<file path="config.mk">
export PLATFORM = sky130hd
export DESIGN_NAME = hs_tx_queue
export DESIGN_NICKNAME = d
export VERILOG_FILES = /design/src/rtl/hs_pkg.sv /design/src/rtl/hs_fifo.sv /design/src/rtl/hs_tx_queue.sv
export SDC_FILE = /design/constraint.sdc
export NUM_CORES = 1
export LEC_CHECK = 0
export BUFFER_PORTS_ARGS = -buffer_cell sky130_fd_sc_hd__buf_2
export CORE_MARGIN = 2
export CORE_UTILIZATION = 53
export DETAILED_ROUTE_END_ITERATION = 10
export GPL_ROUTABILITY_DRIVEN = 0
export HOLD_SLACK_MARGIN = 0.06
export PLACE_DENSITY = 0.75
export SYNTH_ARGS = -nofsm -noshare
export SYNTH_HDL_FRONTEND = slang
export SYNTH_SLANG_ARGS = --single-unit
export TNS_END_PERCENT = 10
</file>
<file path="constraint.sdc">
create_clock -name clock -period 5.05 [get_ports clock]
set_clock_uncertainty 0.2 [all_clocks]
set_input_delay 0.2525 -clock clock [delete_from_list [all_inputs] [get_ports clock]]
set_output_delay 0.2525 -clock clock [all_outputs]
set_load 0.05 [all_outputs]
</file>
<file path="src/rtl/hs_pkg.sv">
// Shared types and default sizing for the CPU/peripheral send/ack handshake stages.
package hs_pkg;
    localparam int HS_DATA_W = 2;
    localparam int HS_DEPTH  = 4;

    typedef enum logic [1:0] {
        IDLE = 2'd0,
        REQ  = 2'd1,
        REL  = 2'd2
    } state_t;
endpackage

</file>
<file path="src/rtl/hs_fifo.sv">
// Circular word buffer with separate occupancy count; a push into a full buffer
// is accepted only when a pop frees a slot in the same cycle.
module hs_fifo
    import hs_pkg::*;
#(
    parameter int DATA_W = HS_DATA_W,
    parameter int DEPTH  = HS_DEPTH
) (
    input  logic                       clock,
    input  logic                       reset,
    input  logic                       push,
    input  logic                       pop,
    input  logic [DATA_W-1:0]          wr_data,
    output logic [DATA_W-1:0]          head,
    output logic                       full,
    output logic                       empty,
    output logic [$clog2(DEPTH):0]     count,
    output logic                       ovf
);
    localparam int AW = $clog2(DEPTH);
    localparam int CW = AW + 1;

    logic [DATA_W-1:0] mem [DEPTH];
    logic [AW-1:0]     wr_ptr, rd_ptr;
    logic              pop_ok, accept;

    assign empty  = (count == '0);
    assign full   = (count == CW'(DEPTH));
    assign pop_ok = pop && !empty;
    assign accept = push && (!full || pop_ok);
    assign head   = mem[rd_ptr];

    // Storage is not reset; reset only clears pointers and count.
    always_ff @(posedge clock) begin
        if (accept) mem[wr_ptr] <= wr_data;
    end

    always_ff @(posedge clock or posedge reset) begin
        if (reset) begin
            wr_ptr <= '0;
            rd_ptr <= '0;
            count  <= '0;
            ovf    <= 1'b0;
        end else begin
            ovf <= push && full && !pop_ok;
            if (accept) wr_ptr <= wr_ptr + 1'b1;
            if (pop_ok) rd_ptr <= rd_ptr + 1'b1;
            case ({accept, pop_ok})
                2'b10:   count <= count + 1'b1;
                2'b01:   count <= count - 1'b1;
                default: count <= count;
            endcase
        end
    end
endmodule

</file>
<file path="src/rtl/hs_tx_queue.sv">
// Transmit queue: buffers CPU words and sends each over a four-phase send/ack
// handshake, with the asynchronous ack brought in through a 2-flop synchronizer.
module hs_tx_queue
    import hs_pkg::*;
#(
    parameter int DATA_W = HS_DATA_W,
    parameter int DEPTH  = HS_DEPTH
) (
    input  logic                   clock,
    input  logic                   reset,
    input  logic                   wr_en,
    input  logic [DATA_W-1:0]      wr_data,
    output logic                   full,
    output logic                   empty,
    output logic [$clog2(DEPTH):0] count,
    output logic                   ovf,
    output logic                   send,
    output logic [DATA_W-1:0]      dadoT,
    input  logic                   ack,
    output logic                   done
);
    state_t            state;
    logic [1:0]        sync_pipe;
    logic              ack_s, pop;
    logic [DATA_W-1:0] head;

    assign ack_s = sync_pipe[1];
    assign pop   = (state == IDLE) && !empty && !ack_s;

    hs_fifo #(.DATA_W(DATA_W), .DEPTH(DEPTH)) u_fifo (
        .clock   (clock),
        .reset   (reset),
        .push    (wr_en),
        .pop     (pop),
        .wr_data (wr_data),
        .head    (head),
        .full    (full),
        .empty   (empty),
        .count   (count),
        .ovf     (ovf)
    );

    always_ff @(posedge clock or posedge reset) begin
        if (reset) sync_pipe <= '0;
        else       sync_pipe <= {sync_pipe[0], ack};
    end

    // A high ack_s in IDLE is stale; wait for it to drop before starting.
    always_ff @(posedge clock or posedge reset) begin
        if (reset) begin
            state <= IDLE;
            send  <= 1'b0;
            dadoT <= '0;
            done  <= 1'b0;
        end else begin
            done <= 1'b0;
            case (state)
                IDLE: if (pop) begin
                    dadoT <= head;
                    send  <= 1'b1;
                    state <= REQ;
                end
                REQ: if (ack_s) begin
                    send  <= 1'b0;
                    state <= REL;
                end
                REL: if (!ack_s) begin
                    dadoT <= '0;
                    done  <= 1'b1;
                    state <= IDLE;
                end
                default: state <= IDLE;
            endcase
        end
    end
endmodule

</file>
==> flow_summary.json <==
{
  "track_usage_pct": 15.8,
  "regArea_um2": 641,
  "die_w_um": 50.4,
  "cp_cell_sequence": "or3_1, nor2_4, nand2_1, fa_1, nor2b_1, nand2_1, a32oi_1, o21ai_1",
  "fillers": 147,
  "status": "completed",
  "drv_slew": 0,
  "route.detailed.drc": 0,
  "routed_wirelength_um": 1720,
  "clk_pin_slew_worst_paths_ns": 0.13,
  "ios": 16,
  "gr-total-overflow": 0,
  "cap_viol_max_count": 0,
  "final_hold_viol_count": 0,
  "synth_edf_count": 8,
  "ys_seq_elements": 24,
  "worstRegToRegCells": 8,
  "cts_tree": "done",
  "via_per_inst": 5.08,
  "rrSetupSlack_ns": 2.45,
  "insertion_delay_ns": 0.31,
  "io_buffers": 15,
  "critical_path.slowest_cell": "or3_1",
  "max_freq_mhz": 385,
  "dp_hpwl_um": 1250,
  "slowest_delay_ns": 0.55,
  "syn_inst": 92,
  "dp.cells": 131,
  "synthTopCellsByArea": "dfrtp_1 35%, edfxtp_1 21%, ha_1 4.4%",
  "critical_path_class": "register to register",
  "synth_nets": 103,
  "setup.worst_path.end_class": "register",
  "cts_inserted_buffers": 3,
  "syn_area_per_cell_um2": 12.4,
  "r2r-start": "state[1]$_DFFE_PP0P_",
  "hp-class": "input port to register",
  "holdPathStages": 2,
  "syn_to_final_growth_pct": 15.8,
  "ys_async_sr_fraction_pct": 66.7,
  "setup-tns-final_ns": 0,
  "cts.repair.resized": 0,
  "multi_input_comb_area_um2": 443,
  "whs_endpoint": "u_fifo.ovf$_DFF_PP0_",
  "yosys.area.top_type_share_pct": 35.2,
  "die_h_um": 50.4,
  "worstSetupStartpointType": "register",
  "netlist_area_um2": 1140,
  "grt_pass1_wl_um": 2970,
  "layout-drive-gt1-share_pct": 24.1,
  "htreeDepth": 1,
  "grt_pass1_vias": 656,
  "start_util_pct": 56.9,
  "vias": 706,
  "yosysUniqueCellTypes": 34,
  "final_area_um2": 1320,
  "fin_cells": 139,
  "dieArea_um2": 2540,
  "fin_crit_ns": 2.60,
  "cts.path.max_buffers": 2,
  "period_share_pct": 51.4,
  "crit_required_ns": 5.06,
  "ir_drop_uv": 404,
  "crit_arrival_ns": 2.60,
  "num_antenna_cells": 0,
  "leakagePower_nw": 0.588,
  "ys_seq_area_share_pct": 56.3,
  "hp-start": "wr_en",
  "placed_area_um2": 1230,
  "core-area_um2": 2000,
  "wl_per_cell_um": 12.3,
  "r2r-end": "u_fifo.count[2]$_DFFE_PP0P_",
  "cts_root_buf": "clkbuf_4",
  "clkSinkCount": 24,
  "max_slew_margin_pct": 60.4,
  "first_pass_iters": 4,
  "dr.first_iter.drc_count": 14,
  "row_count": 16,
  "yosys.area.top_type": "dfrtp_1",
  "grt_setup_unrepaired": "no",
  "grt_antenna_before_repair": 0,
  "ys_top_cells_by_count": "16 x dfrtp_1, 9 x inv_1, 8 x edfxtp_1, 8 x nand2_1, 5 x and2_1",
  "setup_viol": 0,
  "yosysMostFrequentCell": "dfrtp_1",
  "antenna_left": 0,
  "worst_pin_slew_ns": 0.593,
  "grt_max_degree": 17,
  "num-nets-final": 124,
  "synthFlopType": "dfrtp_1",
  "yosys_warnings": 0,
  "path_max_fanout": 7,
  "crit_top_cell": "nand2_1",
  "powerDensity_nw_per_um2": 651
}
[cell families (layout without fill, tap and decap cells)]
kind of cell | count (synthesis) | count (layout) | synth area share (%)
muxes | 3 | 3 | 5.27
xor gates and xnor gates | 6 | 6 | 4.62
DFF | 24 | 24 | 56.3
buffers and inverters | 12 | 32 | 4.83
and+or+nand+nor | 28 | 28 | 14.0
AOI/OAI and AO/OA | 14 | 14 | 8.90
adders and majority gates | 5 | 5 | 6.15
[per-stage QoR]
step                worst slack, ns  util, %  total power, mW  hold WS, ns
finish                         2.45     65.9            0.858        0.127
global route                   2.31     65.9            0.922        0.105
detailed placement             2.47     61.3            0.727        0.140
floorplan                      1.66        -            0.653      -0.0338
CTS                            2.44     65.9            0.869        0.104
global placement               2.55     61.3            0.718        0.137
[area by class of cell]
cell class | count | area share [%]
sequential | 24 | 48.6
multi-input combinational | 56 | 33.6
timing repair buffer | 19 | 8.73
inverter | 9 | 2.56
tap | 27 | 2.56
clock inverter | 1 | 2.28
clock buffer | 3 | 1.71
[where the power goes]
part	total [mW]	leakage [nW]	switching (mW)	internal (mW)
registers	0.333	0.269	0.0671	0.266
clock network	0.136	0.0279	0.0559	0.0802
logic	0.389	0.292	0.248	0.141
total	0.858	0.588	0.371	0.487
[layer usage]
| metal | GRT usage [%] | share of wire [%] | wire, µm | vias up |
|---|---|---|---|---|
| met5 | 0 | 0 | 0 | - |
| met4 | 8.11 | 1.3 | 23 | 0 |
| met3 | 2.98 | 3.3 | 56 | 2 |
| met2 | 23.7 | 48 | 816 | 12 |
| met1 | 22.0 | 48 | 818 | 335 |
| li1 | - | - | - | 357 |
[critical path, delay by kind of cell, from the launching register on]
family                   cells  cell delay (ns)
adder cells (fa/ha/maj)      1             0.40
AND/OR/NAND/NOR              5             1.14
flip-flops                   1             0.48
AO/OA/AOI/OAI                2             0.27
[worst max path at each step]
stage,start,end,slack [ns],cells after the start
after global routing,state[1]$_DFFE_PP0P_,u_fifo.count[2]$_DFFE_PP0P_,2.31,8
after global placement,state[1]$_DFFE_PP0P_,u_fifo.count[2]$_DFFE_PP0P_,2.55,8
final,state[1]$_DFFE_PP0P_,u_fifo.count[2]$_DFFE_PP0P_,2.45,8
after detailed placement,state[1]$_DFFE_PP0P_,u_fifo.count[2]$_DFFE_PP0P_,2.47,8
after floorplan,u_fifo.count[0]$_DFFE_PP0P_,u_fifo.count[1]$_DFFE_PP0P_,1.66,9
after CTS,state[1]$_DFFE_PP0P_,u_fifo.count[2]$_DFFE_PP0P_,2.44,8
[layout by cell type (no fill, tap or decap), types with 2 or more instances in the layout]
cell type,count
inv_1,9
nor3_1,3
buf_2,15
o21ai_0,4
xor2_1,2
mux4_2,2
nand2_1,8
nor2_1,4
ha_1,4
dlygate4sd3_1,4
edfxtp_1,8
dfrtp_1,16
xnor2_1,4
clkbuf_4,3
and2_1,5
[what timing repair did]
item | in CTS | in global routing
endpoints found under the setup margin | 0 | 0
endpoints found under the hold margin | 25 | 0
buffers inserted | 0 | 0
hold buffers | 4 | 0
[registers in the layout (all words and copies together), names as in the netlist]
signal         flops
send               1
u_fifo.rd_ptr      2
state              2
u_fifo.count       3
u_fifo.ovf         1
sync_pipe          2
u_fifo.wr_ptr      2
dadoT              2
u_fifo.mem         8
done               1
No activity file was read; power rests on OpenSTA's default activity.
